`config.mk`:
```
export PLATFORM = sky130hd
export DESIGN_NAME = tone_gen
export DESIGN_NICKNAME = d
export VERILOG_FILES = /design/src/rtl/tone_gen_pkg.sv /design/src/rtl/tone_gen_tick_div.sv /design/src/rtl/tone_gen.sv
export SDC_FILE = /design/constraint.sdc
export NUM_CORES = 1
export LEC_CHECK = 0
export CORE_UTILIZATION = 30
export CTS_CLUSTER_DIAMETER = 40
export DETAILED_ROUTE_END_ITERATION = 7
export GPL_ROUTABILITY_DRIVEN = 0
export GPL_TIMING_DRIVEN = 0
export SLEW_MARGIN = 10
export SYNTH_ARGS = -nofsm -noshare
export SYNTH_HDL_FRONTEND = slang
export SYNTH_SLANG_ARGS = --single-unit
```
`constraint.sdc`:
```
create_clock -name clk -period 6.8 [get_ports clk]
set_input_delay 1.02 -clock clk [delete_from_list [all_inputs] [get_ports clk]]
set_output_delay 1.02 -clock clk [all_outputs]
set_load 0.02 [all_outputs]
```
`src/rtl/tone_gen_pkg.sv`:
```
// Shared widths and FSM encoding for the note player and the arithmetic stage feeding it.
package tone_gen_pkg;

    localparam int NOTE_W = 8;
    localparam int DUR_W  = 8;
    // One extra bit so a duration code of 0 can hold the value 256.
    localparam int DCNT_W = DUR_W + 1;

    typedef enum logic [1:0] {
        ST_IDLE = 2'd0,
        ST_PLAY = 2'd1,
        ST_GAP  = 2'd2
    } state_t;

    function automatic logic [DCNT_W-1:0] dur_load(input logic [DUR_W-1:0] d);
        return (d == '0) ? {1'b1, {DUR_W{1'b0}}} : {1'b0, d};
    endfunction

endpackage

```
`src/rtl/tone_gen_tick_div.sv`:
```
// Modulo-N counter with synchronous clear; o_tick is high on the last count of each wrap.
// Latency: o_tick is combinational from the count; no backpressure.
module tick_div #(
    parameter int N = 250
) (
    input  logic clk,
    input  logic rst_n,
    input  logic i_clr,
    output logic o_tick
);

    localparam int W = (N > 1) ? $clog2(N) : 1;

    logic [W-1:0] r_cnt;

    assign o_tick = (r_cnt == W'(N - 1));

    always_ff @(posedge clk or negedge rst_n) begin
        if (!rst_n) begin
            r_cnt <= '0;
        end else if (i_clr || o_tick) begin
            r_cnt <= '0;
        end else begin
            r_cnt <= r_cnt + W'(1);
        end
    end

endmodule

```
`src/rtl/tone_gen.sv`:
```
// Plays one note per accepted byte as a square wave, then a fixed silent gap; done pulses as the gap ends.
// Latency: speaker first rises PRESCALE*note cycles after accept; note_ready is low for the whole PLAY+GAP.
module tone_gen
    import tone_gen_pkg::*;
#(
    parameter int PRESCALE  = 250,
    parameter int DUR_DIV   = 50000,
    parameter int GAP_UNITS = 20
) (
    input  logic              clk,
    input  logic              rst_n,
    input  logic [NOTE_W-1:0] note_in,
    input  logic [DUR_W-1:0]  dur_in,
    input  logic              note_valid,
    output logic              note_ready,
    output logic              speaker,
    output logic              busy,
    output logic              done
);

    localparam logic [NOTE_W-1:0] NOTE_ONE = NOTE_W'(1);
    localparam logic [DCNT_W-1:0] DCNT_ONE = DCNT_W'(1);
    localparam logic [DCNT_W-1:0] GAP_LOAD = DCNT_W'(GAP_UNITS);

    state_t              r_state;
    logic [NOTE_W-1:0]   r_note;
    logic [NOTE_W-1:0]   r_half_cnt;
    logic [DCNT_W-1:0]   r_dur_cnt;
    logic                r_speaker;
    logic                r_busy;
    logic                r_done;
    logic                r_note_ready;

    logic                w_tick;
    logic                w_dtick;
    logic                w_pres_clr;
    logic                w_div_clr;
    logic                w_accept;

    // Holding the dividers in clear outside their active states means they start at 0 on entry.
    assign w_pres_clr = (r_state != ST_PLAY);
    assign w_div_clr  = (r_state == ST_IDLE);
    assign w_accept   = note_valid && r_note_ready;

    tick_div #(.N(PRESCALE)) u_pres_div (
        .clk    (clk),
        .rst_n  (rst_n),
        .i_clr  (w_pres_clr),
        .o_tick (w_tick)
    );

    tick_div #(.N(DUR_DIV)) u_dur_div (
        .clk    (clk),
        .rst_n  (rst_n),
        .i_clr  (w_div_clr),
        .o_tick (w_dtick)
    );

    always_ff @(posedge clk or negedge rst_n) begin
        if (!rst_n) begin
            r_state      <= ST_IDLE;
            r_note       <= '0;
            r_half_cnt   <= '0;
            r_dur_cnt    <= '0;
            r_speaker    <= 1'b0;
            r_busy       <= 1'b0;
            r_done       <= 1'b0;
            r_note_ready <= 1'b1;
        end else begin
            r_done <= 1'b0;
            case (r_state)
                ST_IDLE: begin
                    r_speaker <= 1'b0;
                    if (w_accept) begin
                        r_note       <= note_in;
                        r_dur_cnt    <= dur_load(dur_in);
                        r_half_cnt   <= note_in - NOTE_ONE;
                        r_state      <= ST_PLAY;
                        r_busy       <= 1'b1;
                        r_note_ready <= 1'b0;
                    end
                end
                ST_PLAY: begin
                    if (w_tick && (r_note != '0)) begin
                        if (r_half_cnt == '0) begin
                            r_speaker  <= ~r_speaker;
                            r_half_cnt <= r_note - NOTE_ONE;
                        end else begin
                            r_half_cnt <= r_half_cnt - NOTE_ONE;
                        end
                    end
                    // Written after the tone update so end-of-note silences a coincident toggle.
                    if (w_dtick) begin
                        if (r_dur_cnt == DCNT_ONE) begin
                            r_state   <= ST_GAP;
                            r_speaker <= 1'b0;
                            r_dur_cnt <= GAP_LOAD;
                        end else begin
                            r_dur_cnt <= r_dur_cnt - DCNT_ONE;
                        end
                    end
                end
                ST_GAP: begin
                    r_speaker <= 1'b0;
                    if (w_dtick) begin
                        if (r_dur_cnt == DCNT_ONE) begin
                            r_state      <= ST_IDLE;
                            r_done       <= 1'b1;
                            r_busy       <= 1'b0;
                            r_note_ready <= 1'b1;
                        end else begin
                            r_dur_cnt <= r_dur_cnt - DCNT_ONE;
                        end
                    end
                end
                default: begin
                    r_state      <= ST_IDLE;
                    r_speaker    <= 1'b0;
                    r_busy       <= 1'b0;
                    r_note_ready <= 1'b1;
                end
            endcase
        end
    end

    assign note_ready = r_note_ready;
    assign speaker    = r_speaker;
    assign busy       = r_busy;
    assign done       = r_done;

endmodule
```
After elaboration in Yosys (flattened, before gate mapping)

Index checks and enable logic that the tools add are counted.

Flip-flop bits (word level): 55
Bits of input ports: 19
Output and inout port bits: 4
Logic and storage cells: 81

$add $sub $neg: 6
Equal/unequal tests: 13
Muxes and demuxes: 35
Bitwise operators: 2
Reduce and logical (&&, ||, !) cells: 15

Operators with widths:

| kind                  | number |
|---|---|
| $mux 9                | 6 |
| $mux 8                | 4 |
| $pmux 9 s3            | 1 |
| $sub 8x1->8 const B   | 3 |
| $add 16x1->16 const B | 1 |
| $eq 16x16->1 const B  | 1 |
| $logic_not 8->1       | 2 |
| $mux 16               | 1 |
| $pmux 8 s2            | 1 |
| $mux 1                | 14 |
| $mux 2                | 5 |
| $ne 2x2->1 const B    | 5 |
| $reduce_and 5->1      | 2 |
| $eq 9x1->1 const B    | 1 |
| $sub 9x1->9 const B   | 1 |
| $add 8x1->8 const B   | 1 |
| $eq 8x8->1 const B    | 1 |
| $reduce_bool 8->1     | 1 |
| $ne 2x1->1 const B    | 3 |
| $pmux 1 s3            | 2 |
| $pmux 2 s3            | 1 |
| $reduce_and 4->1      | 1 |
| $reduce_and 3->1      | 1 |
| $reduce_bool 3->1     | 1 |
| 8 further kinds       | 11 |

Longest topological paths before layout

Gate-level depths: netlist of run 1.

Word-level depth: 6
Depth in mapped cells: 9
Mapped depth without buffers: 9

Modules after synthesis

Synthesis of run 1 repeated with hierarchy kept, for this count alone.

Cell total of the unflattened synthesis: 329
Area, all modules: 3159.3 sq um

By module, submodules not included:

| module                | instances | cells each | area each (sq um) | seq. area each (sq um) |
|---|---|---|---|---|
| tone_gen              | 1         | 208        | 1944.4            | 777.0 |
| tick_div (u_dur_div)  | 1         | 80         | 792.0             | 400.4 |
| tick_div (u_pres_div) | 1         | 41         | 422.9             | 200.2 |

Worst setup path after synthesis of run 1

Ideal clock, no wire load.

Kind: input to register
Start: input note_in[1]
End: register r_half_cnt[7]
Library setup time: 82 ps
Arrival time: 2217 ps
Required time: 6718 ps
Setup slack: 4501 ps
Stages on the path: 5
Path buffers: 0
Cells stage by stage: mux2_1 a31oi_1 o21ai_1 or4_1 a31oi_1

Cells in the longest elaborated chain, start to end: 3

RTL lines:

| item                   | line           | RTL |
|---|---|---|
| start: declaration     | tone_gen.sv:12 | `input logic [NOTE_W-1:0] note_in,` |
| $sub 8x1->8            | tone_gen.sv:77 | `r_half_cnt <= note_in - NOTE_ONE;` |
| $mux 8                 | tone_gen.sv:74 | `if (w_accept) begin` |
| $pmux 8 s2             | tone_gen.sv:71 | `case (r_state)` |
| end signal: assignment | tone_gen.sv:77 |  |
| end signal: assignment | tone_gen.sv:87 | `r_half_cnt <= r_note - NOTE_ONE;` |
| end signal: assignment | tone_gen.sv:89 | `r_half_cnt <= r_half_cnt - NOTE_ONE;` |
| end: declaration       | tone_gen.sv:27 | `logic [NOTE_W-1:0] r_half_cnt;` |

No other way between the ends. The select of a mux whose other input is x is not followed.
A chain may end at the register's enable or synchronous reset.

Final worst setup path of run 1

Start: input note_valid
End: register r_half_cnt[0]

Cells in the longest elaborated chain, start to end: 3

RTL lines:

| item                              | line           | RTL |
|---|---|---|
| start: declaration                | tone_gen.sv:14 | `input logic note_valid,` |
| $logic_and 1x1->1                 | tone_gen.sv:43 | `assign w_accept = note_valid && r_note_ready;` |
| $ne 2x2->1 (no source line)       | -              |  |
| $reduce_and 3->1 (no source line) | -              |  |

No other way between the ends.

==> results.txt, run 1 <==
Worst min-delay path class: flop to flop
Required time worst endpoint: 7000 ps
Via-to-Cell Ratio: 5.006
Fraction of layout cells with a size suffix above 1: 9.913%
Via count: 2383
Avg Cell Area, Syn: 9.798 um^2
Skew final: 8.532 ps
Cell taking the most area after synthesis: dfrtp_1
Rows: 36
FF-to-FF End: r_half_cnt[7]$_DFFE_PN0P_
# Max-Cap Violations: 0
Reg-to-Reg Start: r_state[1]$_DFFE_PN0P_
Root Buffer: clkbuf_8
Post-CTS Setup Bufs: 0
Core Util, Final: 36.29%
Outcome: finished, final reports clean
Seq/Total Area, Yosys: 44.92%
Grt total ovfl: 0
Final nets: 372
Post-synth EDFFs: 0
CTS max path bufs: 2
CTS tree: built
Crit-path max FO: 10
Commonest cells in the netlist: dfrtp_1, nor2_1, nand2_1
Clock buffer count from CTS: 5
PD cells: 402.0 nW/um^2
Final setup vio count: 0
Synth unique cells: 58
Io pins: 23
Port Buffers: 22
H-Tree Depth: 2
First-pass GRT wire length: 11.03 mm
Min Clock Period, post-route: 2629 ps
Yosys reg bits: 55
Reg-to-reg setup timing slack: 4420 ps
Area growth syn-to-layout: 16.20%
Cts repair resizes: 0
Worst VDD drop: 0.1748 mV
Setup TNS: 0 ps
Slew HR: 52.80%
Top post-synthesis cells by area: dfrtp_1, nor2_1, ha_1
Tot Pwr: 1.433 mW
CP Launch Type: primary input
Die Ht: 103.1 um
CP max stage cell: clkdlybuf4s50_1
Worst Path Class, Setup: primary input to flop
Largest net degree at the start of global routing: 56
Final hold slack: 490.2 ps
Number of global-route vias before repair: 2343
Initial antenna violation count: 0
Post-synthesis cell count: 313
Worst-margin pin slew: 707.9 ps
Maximum clock rate: 0.3804 GHz
Ys Warns: 0
Worst Slack Setup Final: 4171 ps
GRT Util Overall: 13.19%
Hold Path Stages: 1
Routed WL: 6.356 mm
WL per Instance: 13.35 um
Dpl hpwl: 4.625 mm
DR iter-0 viols: 95
Crit-path max cell delay: 530 ps
Starting Density: 31.23%
Leakage: 1.463 nW
Die W: 103.1 um
CP arrival: 2830 ps
Reg2Reg Depth: 8
Final period utilization: 38.66%
Worst setup EP type: flop
Hold path startpoint: u_dur_div.r_cnt[0]$_DFF_PN0_
Top-count cell post-synth: dfrtp_1
Final Hold Vio Count: 0
Hold endpoint: u_dur_div.r_cnt[0]$_DFF_PN0_
Worst skew pair latency: 300 ps
Synthesized net count: 343
# diodes: 0
Crit-path cells: clkdlybuf4s50_1, nand3_1, o21ai_0, o21a_1, mux2_2
RSZ-0062 raised after global routing: no
Remaining DRCs: 0
Asr flop ratio synth: 100.0%
Clock slew at reported path FFs: 100 ps
Syn Std Cell Area: 3067 um^2
DP Worst Slack: 3824 ps
DR pass1 iterations: 4
CTS Sinks: 55
Core ar.: 9819 um^2
Predominant post-synthesis flop cell: dfrtp_1
ANT nets after route: 0
Hold Buf Count CTS: 0
Die Area: 10630 um^2
Area share of the largest cell type after synthesis: 44.06%
Slew Viols, Final: 0
## cells in the final DEF (no fill, tap or decap), drive strengths merged, types with 4 or more instances in the layout
| cell | synthesis | routed |
|---|---|---|
| nand2 | 18 | 18 |
| mux2 | 12 | 12 |
| ha | 11 | 11 |
| a22o | 5 | 5 |
| inv | 15 | 15 |
| clkdlybuf4s50 | 0 | 21 |
| xnor2 | 10 | 10 |
| nor4 | 8 | 8 |
| buf | 6 | 7 |
| xor2 | 15 | 15 |
| o21ai | 24 | 24 |
| clkbuf | 1 | 6 |
| a31oi | 4 | 4 |
| nor2 | 46 | 46 |
| nand4 | 5 | 5 |
| nor3 | 5 | 5 |
| o21a | 4 | 4 |
| a21oi | 9 | 9 |
| dfrtp | 54 | 54 |
| nand3 | 10 | 10 |
## cells by family after synthesis
kind of cell / Yosys count / synth area share, %
AND/OR/NAND/NOR: 121 / 21.05
AO/OA/AOI/OAI: 65 / 13.95
flip-flops: 55 / 44.92
XOR/XNOR: 25 / 7.140
buffers and inverters: 22 / 3.386
multiplexers: 14 / 5.059
adder cells (fa/ha/maj): 11 / 4.488
## worst max-delay path by stage
stage / cells after the start / end / from / slack (ps)
after detailed placement: 5 / r_half_cnt[5]$_DFFE_PN0P_ / note_valid / 3820
after global placement: 1 / r_dur_cnt[7]$_DFFE_PN0P_ / rst_n / 2910
after global routing: 6 / r_half_cnt[1]$_DFFE_PN0P_ / note_valid / 3980
after CTS: 5 / r_half_cnt[5]$_DFFE_PN0P_ / note_valid / 4180
after floorplan: 5 / r_half_cnt[7]$_DFFE_PN0P_ / note_in[1] / 4500
final: 5 / r_half_cnt[0]$_DFFE_PN0P_ / note_valid / 4170
## worst max-delay path, delay by kind of cell
family	cells	cell delay, ps
AO/OA/AOI/OAI	2	510
AND/OR/NAND/NOR	1	420
buffers and inverters	1	530
multiplexers	1	350
## sequential cells by signal, summed over array words and instances, names as in the netlist
| signal | count |
|---|---|
| u_dur_div.r_cnt | 16 |
| r_dur_cnt | 9 |
| r_half_cnt | 8 |
| r_note | 8 |
| u_pres_div.r_cnt | 8 |
| r_state | 2 |
| busy | 1 |
| done | 1 |
| note_ready | 1 |
| speaker | 1 |
## power breakdown
part | switching [mW] | total [mW] | internal (mW) | leakage (nW)
Sequential | 0.104 | 0.533 | 0.429 | 0.709
Clock | 0.109 | 0.219 | 0.110 | 0.0581
Combinational | 0.381 | 0.681 | 0.300 | 0.696
Total | 0.594 | 1.43 | 0.839 | 1.46
## layout make-up
cell class	count	area (um^2)
Fill cell	1058	6256
Multi-Input combinational cell	236	1585
Sequential cell	55	1378
Timing Repair Buffer	22	217.7
Tap cell	133	166.4
Clock buffer	5	68.82
Inverter	15	56.30
Buffer	7	47.55
Clock inverter	3	43.79
## layer usage
| metal | track usage (%) | share of wire (%) |
|---|---|---|
| met5 | 0 | 0 |
| met4 | 2.709 | 0.60 |
| met3 | 2.034 | 3.3 |
| met2 | 20.62 | 45 |
| met1 | 19.31 | 51 |
## stage by stage
stage	instance area (um^2)	std cells
CTS	3563	476
floorplan	3067	313
global route	3563	476
finish	3563	476
global placement	3453	468
detailed placement	3451	468
(Power assumes the default switching activity.)
==> run 2: changes to the inputs <==
Clock period 6.8 ns to 2.51 ns, I/O delays scaled along.
==> run 2 against run 1 <==
  * Via count increased by 0.38%
  * Sequential share of layout area about the same
  * Wire length about the same
  * Die area unchanged
  * Worst hold slack got worse by 380 ps
  * Register-to-register slack got worse by 4300 ps
  * Design area increased by 0.11%
  * Clock power increased to 2.7 times the previous value
  * Core utilization about the same
==> results.txt, run 2 (synthesized netlist as in run 1, its figures left out) <==
Outcome: finished, final reports clean
Worst min-delay path class: primary input to async pin
Clock buffer count from CTS: 5
Cts repair resizes: 0
GRT Util Overall: 13.19%
Core ar.: 9819 um^2
# diodes: 0
Required time worst endpoint: 2740 ps
Area growth syn-to-layout: 16.32%
Commonest cells after routing, fill and taps aside: dfrtp_1, nor2_1, clkdlybuf4s50_1, nand2_1
Io pins: 23
Initial antenna violation count: 0
Worst setup EP type: flop
Via-to-Cell Ratio: 5.025
RSZ-0062 raised after global routing: no
Die W: 103.1 um
Skew final: 8.526 ps
# Max-Cap Violations: 0
Slew Viols, Final: 0
DR iter-0 viols: 102
Final nets: 372
Die Area: 10630 um^2
Worst-margin pin slew: 707.6 ps
PD cells: 1089 nW/um^2
Most common cell after layout, fill and taps aside: dfrtp_1
Clock slew at reported path FFs: 100 ps
Top reg by flops: u_dur_div.r_cnt
DP Worst Slack: 152.1 ps
Fraction of layout cells with a size suffix above 1: 10.20%
Final period utilization: 93.93%
Via count: 2392
Crit-path cells: inv_1, ha_1, buf_2, mux2_1, a31oi_1, o21ai_2, or4_1, a31oi_1
CP Launch Type: flop
Routed WL: 6.355 mm
Tot Pwr: 3.886 mW
Worst Slack Setup Final: 152.5 ps
Root Buffer: clkbuf_8
Grt total ovfl: 0
Number of global-route vias before repair: 2343
Fillers: 1057
Worst Path Class, Setup: flop to flop
Buf/Inv on CP: 2
Max reg flops: 16
CP max stage cell: or4_1
Leakage: 1.464 nW
Top Registers: u_dur_div.r_cnt: 16 flops, r_dur_cnt: 9 flops
CTS max path bufs: 2
WL per Instance: 13.35 um
Multi-input gate area in the final layout: 1589 um^2
Largest net degree at the start of global routing: 56
Final Hold Vio Count: 0
First-pass GRT wire length: 11.03 mm
Most used cell, CP: a31oi_1
DR pass1 iterations: 4
Die Ht: 103.1 um
Rows: 36
Post-CTS Setup Bufs: 0
CTS tree: built
H-Tree Depth: 2
CP arrival: 2590 ps
Hold Buf Count CTS: 0
Port Buffers: 22
Worst VDD drop: 0.4723 mV
Final setup vio count: 0
Maximum clock rate: 0.4242 GHz
Starting Density: 31.23%
Dpl hpwl: 4.625 mm
CP top delay family: compound AO/OA/AOI/OAI gates
Storage element area: 1378 um^2
Min Clock Period, post-route: 2358 ps
Crit-path max cell delay: 480 ps
CTS Sinks: 55
Crit-path max FO: 10
ANT nets after route: 0
Remaining DRCs: 0
Slew HR: 52.83%
Worst skew pair latency: 300 ps
## run 2: final cells by class
cell class / count / area share, %
tap: 133 / 4.665
clock inverter: 3 / 1.228
clock buffer: 5 / 1.929
sequential: 55 / 38.62
multi-input combinational: 236 / 44.55
inverter: 15 / 1.578
timing repair buffer: 22 / 6.103
buffer: 7 / 1.333
## run 2: path summary, 6_finish.rpt
path	end	startpoint	slack, ps	depth (start not counted)
max in group asynchronous	r_dur_cnt[4]$_DFFE_PN0P_	rst_n	1930	1
min	u_pres_div.r_cnt[4]$_DFF_PN0_	rst_n	110	1
min reg2reg	u_dur_div.r_cnt[0]$_DFF_PN0_	u_dur_div.r_cnt[0]$_DFF_PN0_	490	1
max reg2reg	r_half_cnt[7]$_DFFE_PN0P_	r_state[1]$_DFFE_PN0P_	150	8
max	r_half_cnt[7]$_DFFE_PN0P_	r_state[1]$_DFFE_PN0P_	150	8
min in group clk	u_dur_div.r_cnt[0]$_DFF_PN0_	u_dur_div.r_cnt[0]$_DFF_PN0_	490	1
## run 2: power breakdown
group | switching [mW] | total (mW) | internal [mW]
clock | 0.294 | 0.592 | 0.298
combinational | 1.03 | 1.85 | 0.816
sequential | 0.281 | 1.44 | 1.16
total | 1.61 | 3.89 | 2.28
## run 2: per-stage QoR
stage / hold slack (ps) / util [%] / instances / TNS, ps / instance area (um^2)
after floorplan: 80.91 / - / 313 / 0 / 3067
after CTS: 142.5 / 36.29 / 476 / 0 / 3563
after global routing: 174.4 / 36.33 / 476 / 0 / 3567
after detailed placement: 480.5 / 35.14 / 468 / 0 / 3451
final: 111.9 / 36.33 / 476 / 0 / 3567
after global placement: 462.5 / 35.17 / 468 / -39820 / 3453
## run 2: metal layers
layer,routed length [um],GRT usage (%)
met4,38,2.709
met1,3214,19.31
met3,213,2.034
met5,0,0
met2,2889,20.62
## run 2: worst reg2reg max path, cell delays in order, from the launching register on
cell     delay, ps
dfrtp_1        420
inv_1          110
ha_1           170
buf_2          220
mux2_1         360
a31oi_1        230
o21ai_2        140
or4_1          480
a31oi_1        170
==> run 3: changes to the inputs <==
Settings changed: SKIP_LAST_GASP set to 1.
==> results of run 3 <==
Same layout as run 2: the final DEF is identical, and so are final timing and power.
